File: config.mk
export PLATFORM = sky130hd
export DESIGN_NAME = ret_addr_stack_flat
export DESIGN_NICKNAME = d
export VERILOG_FILES = /design/src/rtl/ret_addr_stack_if.sv /design/src/rtl/ret_addr_stack.sv /design/src/flat_wrapper.sv
export SDC_FILE = /design/constraint.sdc
export NUM_CORES = 1
export LEC_CHECK = 0
export CORE_MARGIN = 3
export CORE_UTILIZATION = 40
export CTS_CLUSTER_SIZE = 12
export DETAILED_ROUTE_END_ITERATION = 16
export GPL_ROUTABILITY_DRIVEN = 0
export MAX_ROUTING_LAYER = met4
export PLACE_DENSITY = 0.67
export SYNTH_ARGS = -nofsm -noshare
export SYNTH_HDL_FRONTEND = slang
export SYNTH_SLANG_ARGS = --single-unit
File: constraint.sdc
create_clock -name clk -period 2.5 [get_ports clk]
set_input_delay 0.5 -clock clk [delete_from_list [all_inputs] [get_ports clk]]
set_output_delay 0.5 -clock clk [all_outputs]
set_load 0.01 [all_outputs]
File: src/rtl/ret_addr_stack_if.sv
`default_nettype none
// ============================================================================
// Module      : ret_addr_stack_if
// Description : Bundle between the fetch/decode control path (master) and the
//               hardware return-address stack (slave).
//                 push       - CALL retiring this cycle
//                 push_addr  - return address to save (pc_plus1 of the CALL)
//                 pop        - RET retiring this cycle
//                 flush      - pipeline flush / exception, empties the stack
//                 ret_addr   - current top entry, zero when empty
//                 empty/full - occupancy status
//                 count      - number of valid entries
//                 overflow   - sticky, push attempted while full
//                 underflow  - sticky, pop attempted while empty
// Revision    : 1.0 - initial release
// ============================================================================
interface ret_addr_stack_if #(
    parameter int DEPTH = 4,
    parameter int AW    = 8
);
    localparam int c_CNT_W = $clog2(DEPTH + 1);

    logic               push;
    logic [AW-1:0]      push_addr;
    logic               pop;
    logic               flush;
    logic [AW-1:0]      ret_addr;
    logic               empty;
    logic               full;
    logic [c_CNT_W-1:0] count;
    logic               overflow;
    logic               underflow;

    // Control path side: issues CALL/RET/flush, consumes the return address.
    modport master (
        output push, push_addr, pop, flush,
        input  ret_addr, empty, full, count, overflow, underflow
    );

    // Stack side.
    modport slave (
        input  push, push_addr, pop, flush,
        output ret_addr, empty, full, count, overflow, underflow
    );
endinterface
`default_nettype wire

File: src/rtl/ret_addr_stack.sv
`default_nettype none
// ============================================================================
// Module      : ret_addr_stack
// Description : Hardware return-address stack feeding the PC next-address
//               mux. A CALL pushes its pc_plus1, a RET presents the top entry
//               on ret_addr (combinationally, same cycle) and pops it.
//               Per-cycle priority: flush, then the push/pop combination.
// Ports       : clk    - system clock, rising edge
//               rst_n  - asynchronous active-low reset
//               bus    - ret_addr_stack_if.slave (push, push_addr, pop, flush,
//                        ret_addr, empty, full, count, overflow, underflow)
// Config      : RAS_WRAP_EN - when defined, a push while full overwrites the
//               oldest entry circularly; when undefined, that push is dropped.
//               Either way the overflow flag is set.
// Revision    : 1.0 - initial release
// ============================================================================
module ret_addr_stack #(
    parameter int DEPTH = 4,   // power of two, >= 2
    parameter int AW    = 8    // matches PC width
) (
    input  wire               clk,
    input  wire               rst_n,
    ret_addr_stack_if.slave   bus
);

    localparam int c_PTR_W = $clog2(DEPTH);
    localparam int c_CNT_W = $clog2(DEPTH + 1);
    localparam logic [c_CNT_W-1:0] c_FULL_CNT = c_CNT_W'(DEPTH);

    // ------------------------------------------------------------------------
    // State
    // ------------------------------------------------------------------------
    logic [AW-1:0]      r_mem [DEPTH];
    logic [c_PTR_W-1:0] r_tp;          // next free slot; top is r_tp-1
    logic [c_CNT_W-1:0] r_count;
    logic               r_overflow;
    logic               r_underflow;

    // ------------------------------------------------------------------------
    // Status and read side
    // ------------------------------------------------------------------------
    logic               w_empty;
    logic               w_full;
    logic [c_PTR_W-1:0] w_top_idx;

    assign w_empty   = (r_count == '0);
    assign w_full    = (r_count == c_FULL_CNT);
    // Pointer is exactly c_PTR_W bits wide, so the decrement wraps mod DEPTH.
    assign w_top_idx = r_tp - 1'b1;

    // Zero when empty so a stray RET never steers the PC to stale data.
    assign bus.ret_addr  = w_empty ? '0 : r_mem[w_top_idx];
    assign bus.empty     = w_empty;
    assign bus.full      = w_full;
    assign bus.count     = r_count;
    assign bus.overflow  = r_overflow;
    assign bus.underflow = r_underflow;

    // ------------------------------------------------------------------------
    // Next-state decode
    // ------------------------------------------------------------------------
    logic               w_wr_en;
    logic [c_PTR_W-1:0] w_wr_idx;
    logic [c_PTR_W-1:0] w_tp_nxt;
    logic [c_CNT_W-1:0] w_count_nxt;
    logic               w_ovf_set;
    logic               w_unf_set;

    always_comb begin
        w_wr_en     = 1'b0;
        w_wr_idx    = r_tp;
        w_tp_nxt    = r_tp;
        w_count_nxt = r_count;
        w_ovf_set   = 1'b0;
        w_unf_set   = 1'b0;

        if (bus.flush) begin
            // Array contents are left alone; count/tp make them invisible.
            w_tp_nxt    = '0;
            w_count_nxt = '0;
        end else begin
            case ({bus.push, bus.pop})
                2'b10: begin
                    if (!w_full) begin
                        w_wr_en     = 1'b1;
                        w_tp_nxt    = r_tp + 1'b1;
                        w_count_nxt = r_count + 1'b1;
                    end else begin
                        w_ovf_set = 1'b1;
`ifdef RAS_WRAP_EN
                        // Circular overwrite of the oldest entry; the slot at
                        // r_tp is the oldest one when the stack is full.
                        w_wr_en  = 1'b1;
                        w_tp_nxt = r_tp + 1'b1;
`endif
                    end
                end
                2'b01: begin
                    if (!w_empty) begin
                        w_tp_nxt    = r_tp - 1'b1;
                        w_count_nxt = r_count - 1'b1;
                    end else begin
                        w_unf_set = 1'b1;
                    end
                end
                2'b11: begin
                    if (!w_empty) begin
                        // RET and CALL together: replace top in place.
                        w_wr_en  = 1'b1;
                        w_wr_idx = w_top_idx;
                    end else begin
                        // Nothing to pop: behave as a plain push (an empty
                        // stack is never full for DEPTH >= 2).
                        w_wr_en     = 1'b1;
                        w_tp_nxt    = r_tp + 1'b1;
                        w_count_nxt = r_count + 1'b1;
                        w_unf_set   = 1'b1;
                    end
                end
                default: ;
            endcase
        end
    end

    // ------------------------------------------------------------------------
    // Registers
    // ------------------------------------------------------------------------
    always_ff @(posedge clk or negedge rst_n) begin
        if (!rst_n) begin
            for (int i = 0; i < DEPTH; i++) begin
                r_mem[i] <= '0;
            end
        end else if (w_wr_en) begin
            r_mem[w_wr_idx] <= bus.push_addr;
        end
    end

    always_ff @(posedge clk or negedge rst_n) begin
        if (!rst_n) begin
            r_tp        <= '0;
            r_count     <= '0;
            r_overflow  <= 1'b0;
            r_underflow <= 1'b0;
        end else begin
            r_tp    <= w_tp_nxt;
            r_count <= w_count_nxt;
            if (bus.flush) begin
                r_overflow  <= 1'b0;
                r_underflow <= 1'b0;
            end else begin
                r_overflow  <= r_overflow  | w_ovf_set;
                r_underflow <= r_underflow | w_unf_set;
            end
        end
    end

endmodule
`default_nettype wire

File: src/flat_wrapper.sv
// flat-port wrapper written by rule: the top's interface ports become plain ports
module ret_addr_stack_flat 
#(
    parameter int DEPTH = 4,                        
    parameter int AW    = 8                       
)
  (clk, rst_n, bus_push, bus_push_addr, bus_pop, bus_flush, bus_ret_addr, bus_empty, bus_full, bus_count, bus_overflow, bus_underflow);
  ret_addr_stack_if #(.DEPTH(DEPTH), .AW(AW)) bus_i ();
  input  wire clk;
  input  wire rst_n;
  input wire logic [$bits(bus_i.push)-1:0] bus_push;
  input wire logic [$bits(bus_i.push_addr)-1:0] bus_push_addr;
  input wire logic [$bits(bus_i.pop)-1:0] bus_pop;
  input wire logic [$bits(bus_i.flush)-1:0] bus_flush;
  output wire logic [$bits(bus_i.ret_addr)-1:0] bus_ret_addr;
  output wire logic [$bits(bus_i.empty)-1:0] bus_empty;
  output wire logic [$bits(bus_i.full)-1:0] bus_full;
  output wire logic [$bits(bus_i.count)-1:0] bus_count;
  output wire logic [$bits(bus_i.overflow)-1:0] bus_overflow;
  output wire logic [$bits(bus_i.underflow)-1:0] bus_underflow;
  assign bus_i.push = bus_push;
  assign bus_i.push_addr = bus_push_addr;
  assign bus_i.pop = bus_pop;
  assign bus_i.flush = bus_flush;
  assign bus_ret_addr = bus_i.ret_addr;
  assign bus_empty = bus_i.empty;
  assign bus_full = bus_i.full;
  assign bus_count = bus_i.count;
  assign bus_overflow = bus_i.overflow;
  assign bus_underflow = bus_i.underflow;
  ret_addr_stack #(.DEPTH(DEPTH), .AW(AW)) u_core (.clk(clk), .rst_n(rst_n), .bus(bus_i));
endmodule
==> key figures <==
Synth
  – Seq/Total Area, Yosys: 0.474
  – Synthesized flop and latch total: 39
  – YS warnings: 0
  – Mapped Area: between 2000 and 2500 sq um
  – Average cell area after synthesis: 13.1 sq um
  – Syn_nets: 174
  – Netlist cell types: 38
  – Synth Instances: 157

Placement
  – Placed Area: around 2500 sq um
  – Worst slack, placed: -49.1 ps
  – PortBufs: 27
  – Hpwl dp: 3.04 mm

Floorplan
  – Ports: 28
  – Initial Util: 0.425
  – Die Ht: slightly below 80 um
  – Die Width: just under 80 um
  – Row cnt: 25
  – Core box area: 4850 sq um
  – Die area: 6050 sq um

Global route
  – Gr usage total: 0.160
  – First-pass GRT wire length: 7.26 mm
  – Initial antenna violation count: 0
  – Global route total overflow: 0
  – Pin count of the biggest net entering global routing: 40
  – Vias in the first global route: 1,467

Detailed routing
  – Wirelength, routed: 4.32 mm
  – Routed vias: 1,400
  – Remaining DRCs: 0
  – First-pass DRT Iterations: 4
  – Via/cell ratio: 5.24
  – Routed WL per cell: ~16 um
  – First DRT Iteration DRCs: 42
  – Antenna-violating nets left: 0

Clocking
  – CTS Buffer Depth: 2
  – Total CTS buffers: 5
  – Post-CTS Hold Fix Bufs: 0
  – TritonCTS clock tree: yes
  – H-tree Lvls: 2
  – Clock Pin Slew Worst Setup and Hold Paths: 80 ps
  – Worst-skew pair later-pin latency: 290 ps
  – CTS Root Cell: clkbuf_8
  – CTS Sinks: 39

STA
  – Hold slack: about 510 ps
  – Final Slew Violations: 0
  – Final setup TNS: 0 ps
  – Fmax: 409 MHz
  – Final setup viols: 0
  – RSZ-0062 raised after global routing: no
  – Final period utilization: 0.979
  – Fin crit period: 2450 ps
  – Relative slew slack: 0.642
  – Final hold violations: 0
  – Clock skew: 5.13 ps
  – Slew @ Worst Pin: 529 ps
  – Final WS setup: 52.7 ps

Cells and area
  – Synthesis-to-finish area growth: 30.3%
  – Layout cells sized above 1: 0.365
  – Final layout net count: 216
  – Post-route cell area: 2690 sq um
  – ANT cells: 0

Critical path
  – R2R cell count: 5
  – Crit Path Max Fanout: 9
  – CP required: 2000 ps
  – CP Launch Type: register
  – Critical path depth in cells: 4
  – Critical Path, Cell by Cell: buf_12 -> mux4_2 -> and2_1 -> clkdlybuf4s50_1
  – Crit. End Element: primary output
  – Crit path buf inv count: 2
  – Critical path arrival: 1950 ps
  – CP Class: register to primary output
  – Cell family with most CP delay: buffers and inverters
  – Max incr delay on CP: between 400 and 500 ps
  – Slowest cell on the critical path: mux4_2

Pwr
  – Maximum vdd drop: between 500 and 600 uV
  – LEAKAGE: 1.17 nW
  – Power per standard cell area: ~1100 nW/um^2
  – Final Total Pwr: 2.86 mW

Flow run
  – Max-cap violations: 0

Min path
  – Hold WC Path Type: register to register
  – Hold path cells: 1

Outcome
  – Status: finished clean
final timing paths:
| path | startpoint | end | slack, ps |
|---|---|---|---|
| setup / recovery | u_core.r_tp[0] | bus_ret_addr[6] | 50 |
| hold / removal | u_core.r_mem[11] | u_core.r_mem[11] | 510 |
| setup reg to reg | u_core.bus.count[1] | u_core.r_mem[6] | 440 |
| hold reg to reg | u_core.r_mem[11] | u_core.r_mem[11] | 510 |
| max in group asynchronous | rst_n | u_core.r_tp[1] | 1510 |
| min in group asynchronous | rst_n | u_core.r_tp[1] | 640 |
per-stage QoR:
| stage | util | instances |
|---|---|---|
| after floorplan | - | 157 |
| after global placement | 0.516 | 255 |
| after detailed placement | 0.516 | 255 |
| after CTS | 0.546 | 264 |
| after global routing | 0.554 | 267 |
| final | 0.554 | 267 |
sequential cells by signal, indices dropped and copies added (netlist names):
name,flops
u_core.bus.overflow,1
u_core.bus.underflow,1
u_core.bus.count,3
u_core.r_tp,2
u_core.r_mem,32
placed cells by master (no fill, tap or decap), types with 2 or more instances in the layout:
master           count
buf_4               12
inv_1                6
bufinv_16            2
nor2_1               4
dfrtp_1             38
mux2_2              30
and2_1               9
clkdlybuf4s50_1     21
mux2_1               2
a21oi_1              6
clkbuf_8             5
mux4_2               8
ha_1                 3
nand3_1              6
o21ai_0              5
dlymetal6s2s_1       6
nor4b_1              2
buf_12               3
o22ai_4              2
nand2_1              7
worst reg2reg max path: cells and delay by family, from the launching register on:
family | cells | cell delay, ps
simple gates | 1 | 480
compound gates | 2 | 450
mux | 1 | 380
buf+inv | 1 | 160
flops | 1 | 480
area by class of cell:
cell class	instances	area [sq um]
Sequential cell	39	977
Clock inverter	3	67.6
Multi-Input combinational cell	104	1030
Timing Repair Buffer	42	435
Inverter	7	26.3
Clock buffer	5	68.8
Tap cell	67	83.8
Fill cell	414	2160
metal layers:
layer  global-route usage  vias to the layer above  routed length (um)
li1                     -                      654                   -
met1                0.186                      698                1800
met2                0.261                       39                2210
met3               0.0429                        9                 219
met4               0.0676                        0                  86
met5                    -                        -                   0
synthesized netlist by cell type (all sizes together):
library cell,n,area (sq um)
nor2b,1,6.26
mux4,8,180
ha,3,37.5
nor4b,3,32.5
o21ai,6,41.3
fa,1,20.0
or4,1,7.51
o21a,1,15.0
buf,6,28.8
nand2,7,26.3
o2bb2ai,1,8.76
nand3b,1,7.51
a31oi,1,21.3
and2,9,56.3
a21oi,6,30.0
o22ai,2,40.0
nor2,4,15.0
xnor2,1,8.76
o21ba,1,10.0
o21bai,1,7.51
a2bb2oi,1,8.76
or3,1,11.3
nand3,7,40.0
inv,7,26.3
nor3,1,5.00
nand2b,1,6.26
and3,1,6.26
a31o,1,8.76
dfrtp,39,976
mux2,32,360
o211ai,1,7.51
clkbuf,1,3.75
cells by family after synthesis:
family | share of synthesized area
and+or+nand+nor | 0.107
adders and majority gates | 0.0279
muxes | 0.262
buffers and inverters | 0.0285
DFF | 0.474
xor gates and xnor gates | 0.00425
AOI/OAI and AO/OA | 0.0965
power breakdown:
part	switching [mW]	leakage, nW	internal, mW
clock	0.231	0.0644	0.398
sequential	0.171	0.480	0.912
combinational	0.443	0.626	0.702
total	0.845	1.17	2.01
repair_timing:
item,4_1_cts,5_1_grt
buffers inserted,1,3
pin swaps,0,1
resized for setup,0,7
setup endpoints to repair,7,9
No activity file was read; power rests on OpenSTA's default activity.
